$ cat src/rtl/pipe_pkg.sv
// Shared state type and default widths for the pipeline-stage latch.
package pipe_pkg;

  typedef enum logic [1:0] {PS_EMPTY, PS_ONE, PS_TWO} pipe_state_t;

  localparam int PIPE_CTRL_W_DEF = 8;
  localparam int PIPE_DATA_W_DEF = 128;

  function automatic logic [1:0] state_count(input pipe_state_t s);
    case (s)
      PS_ONE:  return 2'd1;
      PS_TWO:  return 2'd2;
      default: return 2'd0;
    endcase
  endfunction

endpackage

$ cat src/rtl/pipe_slot.sv
// One ctrl+data storage register with load enable; cleared only by reset.
module pipe_slot #(
  parameter int CTRL_W = 8,
  parameter int DATA_W = 128
) (
  input  logic              CLK,
  input  logic              RST,
  input  logic              load,
  input  logic [CTRL_W-1:0] next_ctrl,
  input  logic [DATA_W-1:0] next_data,
  output logic [CTRL_W-1:0] ctrl,
  output logic [DATA_W-1:0] data
);

  always_ff @(posedge CLK or posedge RST) begin
    if (RST) begin
      ctrl <= '0;
      data <= '0;
    end else if (load) begin
      ctrl <= next_ctrl;
      data <= next_data;
    end
  end

endmodule

$ cat src/rtl/pipe_stage_latch.sv
// Pipeline-stage register with valid/ready handshake, flush and bubble zeroing.
// Defining PIPE_LATCH_SKID_EN adds a second (skid) slot and a registered in_ready.
//
// state    | meaning
// PS_EMPTY | no entry held, outputs show a bubble
// PS_ONE   | head slot H valid
// PS_TWO   | H and skid slot S valid, input stalled
module pipe_stage_latch
  import pipe_pkg::*;
#(
  parameter int CTRL_W = PIPE_CTRL_W_DEF,
  parameter int DATA_W = PIPE_DATA_W_DEF
) (
  input  logic              CLK,
  input  logic              RST,
  input  logic              flush,
  input  logic              in_valid,
  output logic              in_ready,
  input  logic [CTRL_W-1:0] in_ctrl,
  input  logic [DATA_W-1:0] in_data,
  output logic              out_valid,
  input  logic              out_ready,
  output logic [CTRL_W-1:0] out_ctrl,
  output logic [DATA_W-1:0] out_data,
  output logic [1:0]        count
);

  pipe_state_t       state, state_nxt;
  logic              take_in, take_out, h_load;
  logic [CTRL_W-1:0] h_ctrl, h_next_ctrl;
  logic [DATA_W-1:0] h_next_data;

  assign out_valid = (state != PS_EMPTY);
  assign take_in   = in_valid & in_ready & ~flush;
  assign take_out  = out_valid & out_ready;

`ifdef PIPE_LATCH_SKID_EN
  logic              s_load;
  logic [CTRL_W-1:0] s_ctrl;
  logic [DATA_W-1:0] s_data;

  pipe_slot #(.CTRL_W(CTRL_W), .DATA_W(DATA_W)) u_skid (
    .CLK       (CLK),
    .RST       (RST),
    .load      (s_load),
    .next_ctrl (in_ctrl),
    .next_data (in_data),
    .ctrl      (s_ctrl),
    .data      (s_data)
  );

  // H only ever refills from S while two entries are held
  assign h_next_ctrl = (state == PS_TWO) ? s_ctrl : in_ctrl;
  assign h_next_data = (state == PS_TWO) ? s_data : in_data;
`else
  assign h_next_ctrl = in_ctrl;
  assign h_next_data = in_data;
  assign in_ready    = ~out_valid | out_ready;
`endif

  pipe_slot #(.CTRL_W(CTRL_W), .DATA_W(DATA_W)) u_head (
    .CLK       (CLK),
    .RST       (RST),
    .load      (h_load),
    .next_ctrl (h_next_ctrl),
    .next_data (h_next_data),
    .ctrl      (h_ctrl),
    .data      (out_data)
  );

  always_comb begin
    state_nxt = state;
    h_load    = 1'b0;
`ifdef PIPE_LATCH_SKID_EN
    s_load    = 1'b0;
`endif
    case (state)
      PS_EMPTY: begin
        if (take_in) begin
          state_nxt = PS_ONE;
          h_load    = 1'b1;
        end
      end
      PS_ONE: begin
        if (take_in && take_out) begin
          h_load = 1'b1;
`ifdef PIPE_LATCH_SKID_EN
        end else if (take_in) begin
          s_load    = 1'b1;
          state_nxt = PS_TWO;
`endif
        end else if (take_out) begin
          state_nxt = PS_EMPTY;
        end
      end
`ifdef PIPE_LATCH_SKID_EN
      PS_TWO: begin
        if (take_out) begin
          state_nxt = PS_ONE;
          h_load    = 1'b1;
        end
      end
`endif
      default: state_nxt = PS_EMPTY;
    endcase
    // flush empties the stage but leaves stored payload untouched
    if (flush) begin
      state_nxt = PS_EMPTY;
      h_load    = 1'b0;
`ifdef PIPE_LATCH_SKID_EN
      s_load    = 1'b0;
`endif
    end
  end

  always_ff @(posedge CLK or posedge RST) begin
    if (RST) begin
      state    <= PS_EMPTY;
`ifdef PIPE_LATCH_SKID_EN
      in_ready <= 1'b0;
`endif
    end else begin
      state    <= state_nxt;
`ifdef PIPE_LATCH_SKID_EN
      in_ready <= (state_nxt != PS_TWO);
`endif
    end
  end

  assign out_ctrl = out_valid ? h_ctrl : '0;
  assign count    = state_count(state);

endmodule

$ cat config.mk
export PLATFORM = sky130hd
export DESIGN_NAME = pipe_stage_latch
export DESIGN_NICKNAME = d
export VERILOG_FILES = /design/src/rtl/pipe_pkg.sv /design/src/rtl/pipe_slot.sv /design/src/rtl/pipe_stage_latch.sv
export SDC_FILE = /design/constraint.sdc
export NUM_CORES = 1
export LEC_CHECK = 0
export BUFFER_PORTS_ARGS = -buffer_cell sky130_fd_sc_hd__buf_2
export CORE_UTILIZATION = 41
export DETAILED_ROUTE_END_ITERATION = 7
export HOLD_SLACK_MARGIN = 0.1
export PLACE_DENSITY = 0.73
export SYNTH_ARGS = -nofsm -noshare
export SYNTH_HDL_FRONTEND = slang
export SYNTH_HIERARCHICAL = 1
export SYNTH_SLANG_ARGS = --single-unit
$ cat constraint.sdc
create_clock -name CLK -period 4 [get_ports CLK]
set_input_delay 0.6 -clock CLK [delete_from_list [all_inputs] [get_ports CLK]]
set_output_delay 0.6 -clock CLK [all_outputs]
set_load 0.1 [all_outputs]
Word-level counts from Yosys, hierarchy flattened
Index checks and enable logic that the tools add are counted.
- bitwise operators: 6
- div/mod/pow operators: 0
- $mul: 0
- reductions and logical operators: 4
- shifts and indexed selects: 0
- add/subtract/negate cells: 0
- equality and inequality tests: 5
- multiplexer cells: 11
- magnitude comparators: 0
- operators with widths (kind ; count):
    $ne 3x3->1 const B ; 3
    $mux 2 ; 4
    $mux 8 ; 1
    $pmux 2 s2 ; 2
    $and 1x1->1 ; 3
    $mux 1 ; 3
    $reduce_and 3->1 ; 1
    $eq 2x1->1 const B ; 1
    $eq 2x2->1 const B ; 1
    $logic_not 2->1 ; 1
    $not 1->1 ; 2
    $pmux 1 s2 ; 1
    $reduce_bool 2->1 ; 1
    $logic_and 1x1->1 ; 1
    $or 1x1->1 ; 1
- bits in writable memories: 0
- latch bits: 0
- register bits after elaboration: 138
- ROM bits: 0
- memories kept: 0
- logic and storage cells: 29
- bits of input ports: 141

Longest topological paths before layout
- depth after elaboration: 9
- gate-level depth with buffers: 6

Modules after synthesis
Netlist, hierarchy kept.
- by module, submodules not included (module ; area an instance (um^2) ; cells each ; times used):
    pipe_slot ; 5201.2 ; 288 ; 1
    pipe_stage_latch ; 141.4 ; 17 ; 1

Least setup slack after synthesis
Ideal clock, no wire load.
- kind: register to register
- start: register state[0]
- end: register u_head.data[100]
- path buffers: 3
- cell stages (with the launch flop): 7
- arrival time: 2.624 ns
- path slack: 1.249 ns
- required time: 3.874 ns
- clock period less this slack: 2.751 ns
- path through: dfrtp_1 > nand2b_2 > nor3b_2 > buf_6 > buf_6 > buf_6 > mux2_4
- longest elaborated chain between the ends: 9
- elaborated cells between the ends (all ways): 13
- those cells by class: 1 x eq/ne; 4 x mux; 5 x bitwise; 3 x reduce/logical
- RTL lines (element ; line ; RTL):
    start, declared ; pipe_stage_latch.sv:28 ; pipe_state_t state, state_nxt;
    start signal, assigned ; pipe_stage_latch.sv:123 ; state <= state_nxt;
    $reduce_bool 2->1 (*) ; pipe_stage_latch.sv:33 ; assign out_valid = (state != PS_EMPTY);
    $not 1->1 (*) ; pipe_stage_latch.sv:58 ; assign in_ready = ~out_valid | out_ready;
    $or 1x1->1 (*) ; pipe_stage_latch.sv:58 ;
    named net in_ready ; pipe_stage_latch.sv:18 ; output logic in_ready,
    $and 1x1->1 (*) (2 in series) ; pipe_stage_latch.sv:34 ; assign take_in = in_valid & in_ready & ~flush;
    $logic_and 1x1->1 ; pipe_stage_latch.sv:85 ; if (take_in && take_out) begin
    $mux 1 ; pipe_stage_latch.sv:85 ;
    $pmux 1 s2 (*) ; pipe_stage_latch.sv:77 ; case (state)
    $mux 1 (*) ; pipe_stage_latch.sv:107 ; if (flush) begin
    named net h_load ; pipe_stage_latch.sv:29 ; logic take_in, take_out, h_load;
    end signal, assigned ; pipe_slot.sv:21 ; data <= next_data;
    end, declared ; pipe_slot.sv:12 ; output logic [DATA_W-1:0] data
The timed path passes the listed nets; every way through them passes the cells marked *.
A chain may end at the register's enable or synchronous reset.

Final worst setup path
- start: register state[0]
- end: register u_head.data[112]
- longest elaborated chain between the ends: 9
- elaborated cells between the ends (all ways): 13
- those cells by class: 1 x eq/ne; 4 x mux; 5 x bitwise; 3 x reduce/logical
- RTL lines (element ; line):
    $reduce_bool 2->1 ; pipe_stage_latch.sv:33
    $not 1->1 ; pipe_stage_latch.sv:58
    $or 1x1->1 ; pipe_stage_latch.sv:58
    $and 1x1->1 (2 in series) ; pipe_stage_latch.sv:34
    $logic_and 1x1->1 ; pipe_stage_latch.sv:85
    $mux 1 ; pipe_stage_latch.sv:85
    $pmux 1 s2 (*) ; pipe_stage_latch.sv:77
    $mux 1 (*) ; pipe_stage_latch.sv:107
    named net h_load ; pipe_stage_latch.sv:29
Marked as above.

==> summary.md <==
| Metric | Value |
|---|---|
| Residual DRC | 0 |
| Final WL | 12,020 µm |
| CTS buffer count | 17 |
| Outcome | completed |
| TNS Setup | 0 ps |
| CP arrival | 2510 ps |
| P_leak | 3.770 nW |
| Tcrit/Tclk final | 0.5566 |
| Share of layout cells above drive strength 1 | 0.7664 |
| GPL Wtd Cong | 0.7569 |
| Fmax | 449.1 MHz |
| Die area | 13,490 µm² |
| Placed cell areas | 6947 µm² |
| Seq/Total Area, Yosys | 0.6417 |
| YS warnings | 6 |
| Vias | 3,566 |
| Synth-to-Final Area Change | 40.91% |
| Max Root-Sink Buffers | 2 |
| Setup CP Type | reg2reg |
| Synth area leaders | dfrtp_1 64%, mux2_2 20%, mux2_4 11% |
| Root Buffer Master | clkbuf_16 |
| Critical Path Source Type | register |
| IO Port Bufs | 279 |
| Worst path max stage delay | 720 ps |
| Final Hold Viols | 0 |
| TritonRoute pass-1 iters | 4 |
| Final Power | 5.666 mW |
| Setup crit start | state[0] |
| Max VDD drop | 0.4348 mV |
| Largest net degree at the start of global routing | 68 |
| Worst setup EP type | register |
| Share of the synthesized area in the top cell type | 0.6417 |
| Mapped Nets | 446 |
| Crit path max fanout | 42 |
| Area leader, netlist | dfrtp_1 |
| CTS tree | done |
| Slew @ Worst Pin | 840.5 ps |
| CTS sink cnt | 137 |
| Avg Inst Size Synth | 17.52 µm² |
| DRT antenna net count | 0 |
| Clock Pin Slew Worst Setup and Hold Paths | 60 ps |
| Initial Util | 0.4216 |
| Worst reg2reg path startpoint | state[0] |
| Number of I/O pins | 281 |
| # diodes | 0 |
| Post-route worst hold slack | 384.1 ps |
| Design Area, Final | 7528 µm² |
| Critical Path, Cell by Cell | nand2b_2, nor3b_4, buf_12, mux2_2 |
| H-tree depth | 4 |
| Site row count | 41 |
| Power Density | 752.6 nW/µm² |
| Max-cap violations | 0 |
| Final Max Tran Viols | 0 |
| Fin nets | 736 |
| Later-pin clock latency in the skew report | 410 ps |
| Layout fillers | 1,027 |
| First-pass GRT wire length | 18,220 µm |
| Unrepaired setup endpoints after global routing | false |
| Tot GR Track Use | 0.1794 |
| Finish-stage setup viols | 0 |
| Hold Path Class | in2reg |
| Syn Inst Count | 305 |
| Hold wc startpoint | flush |
| Post-synth cell types | 12 |
| Slowest-stage cell, CP | nor3b_4 |
| Fin crit period | 2226 ps |
| Clock Skew | 8.784 ps |
| CP required | 4280 ps |
| Synth Cell Area | 5343 µm² |
| Dpl hpwl | 8795 µm |
| Routed WL per cell | 15.41 µm |
| Vias in the first global route | 3,685 |
| DR vias/cell | 4.572 |
| Die height | 116.2 µm |
| Slew margin rel. | 0.4390 |
| Die W | 116.2 µm |
| Initial DRC Count | 147 |
| Remaining global-route overflow | 0 |
| Initial antenna violation count | 0 |
| Yosys reg bits | 137 |
| Core ar. | 12,670 µm² |
[state kept, by name (all words and copies together) (netlist names)]
register     count
u_head/data    128
u_head/ctrl      8
state            1
[cells in the mapped netlist]
cell type	n
mux2_4	40
inv_1	3
buf_2	9
dfrtp_1	137
nor3b_2	1
mux2_2	96
buf_4	2
and2_2	8
nand2b_2	1
buf_6	6
a21oi_2	1
conb_1	1
[cells in the final DEF (no fill, tap or decap)]
cell           count
a21oi_2            1
and2_2             8
buf_12             4
buf_2            279
buf_4              4
bufinv_16          2
clkbuf_1           1
clkbuf_16         17
clkbuf_8           1
clkinv_2           6
clkinv_4           1
clkinvlp_4         5
conb_1             1
dfrtp_1          137
dlygate4sd3_1      1
inv_1              2
mux2_2            96
mux2_4            40
nand2b_2           1
nor3b_4            1
[critical path, delay by kind of cell, from the launching register on]
kind	cells	cell delay [ps]
AND/OR/NAND/NOR	2	860
flip-flops	1	480
multiplexers	1	380
buffers and inverters	1	350
[kinds of logic after synthesis]
kind of cell           count (synthesis)  synth area share
flip-flops                           137            0.6417
multiplexers                         136            0.3148
buffers and inverters                 20           0.02599
AND/OR/NAND/NOR                       10           0.01522
AO/OA/AOI/OAI                          1          0.001640
other                                  1         0.0007019
[power breakdown]
group          total (mW)  internal (mW)  leakage (nW)  switching (mW)
sequential           1.74           1.62          1.61           0.118
clock                1.49          0.926         0.274           0.567
combinational        2.43          0.448          1.88            1.98
total                5.67           3.00          3.77            2.67
[stage by stage]
step                      instances  utilization  worst slack (ps)
after floorplan                 305            -              1249
after global placement          747       0.5482              1642
after detailed placement        747       0.5482              1572
after CTS                       780       0.5942              1745
after global routing            780       0.5942              1601
final                           780       0.5942              1774
[cell type report]
type / instances / area, µm² / area share
inverters: 3 / 15.01 / 0.001994
multi-input cells: 148 / 1782 / 0.2367
clock inverters: 13 / 128.9 / 0.01712
clock buffers: 19 / 442.9 / 0.05883
well taps: 172 / 215.2 / 0.02859
flip-flops and latches: 137 / 3428 / 0.4554
repair buffers: 288 / 1516 / 0.2014
[what timing repair did]
item / in CTS / in global routing
buffers inserted: 0 / 0
gates resized for setup: 0 / 0
hold endpoints to repair: 1 / 0
hold buffers: 1 / 0
[routing by layer]
| layer | GRT usage | wire, µm |
|---|---|---|
| met3 | 0.06072 | 843 |
| met1 | 0.2003 | 4780 |
| met5 | 0 | 0 |
| met2 | 0.3123 | 6249 |
| met4 | 0.07778 | 143 |
[path summary, 6_finish.rpt]
path | to | slack, ps | cells after the start
max reg2reg | u_head/data[112] | 1770 | 4
max in group asynchronous | u_head/data[50] | 2200 | 4
min reg2reg | u_head/ctrl[3] | 490 | 1
min in group asynchronous | state[0] | 600 | 3
min | state[0] | 380 | 2
max | u_head/data[112] | 1770 | 4
No activity file was read; power rests on OpenSTA's default activity.
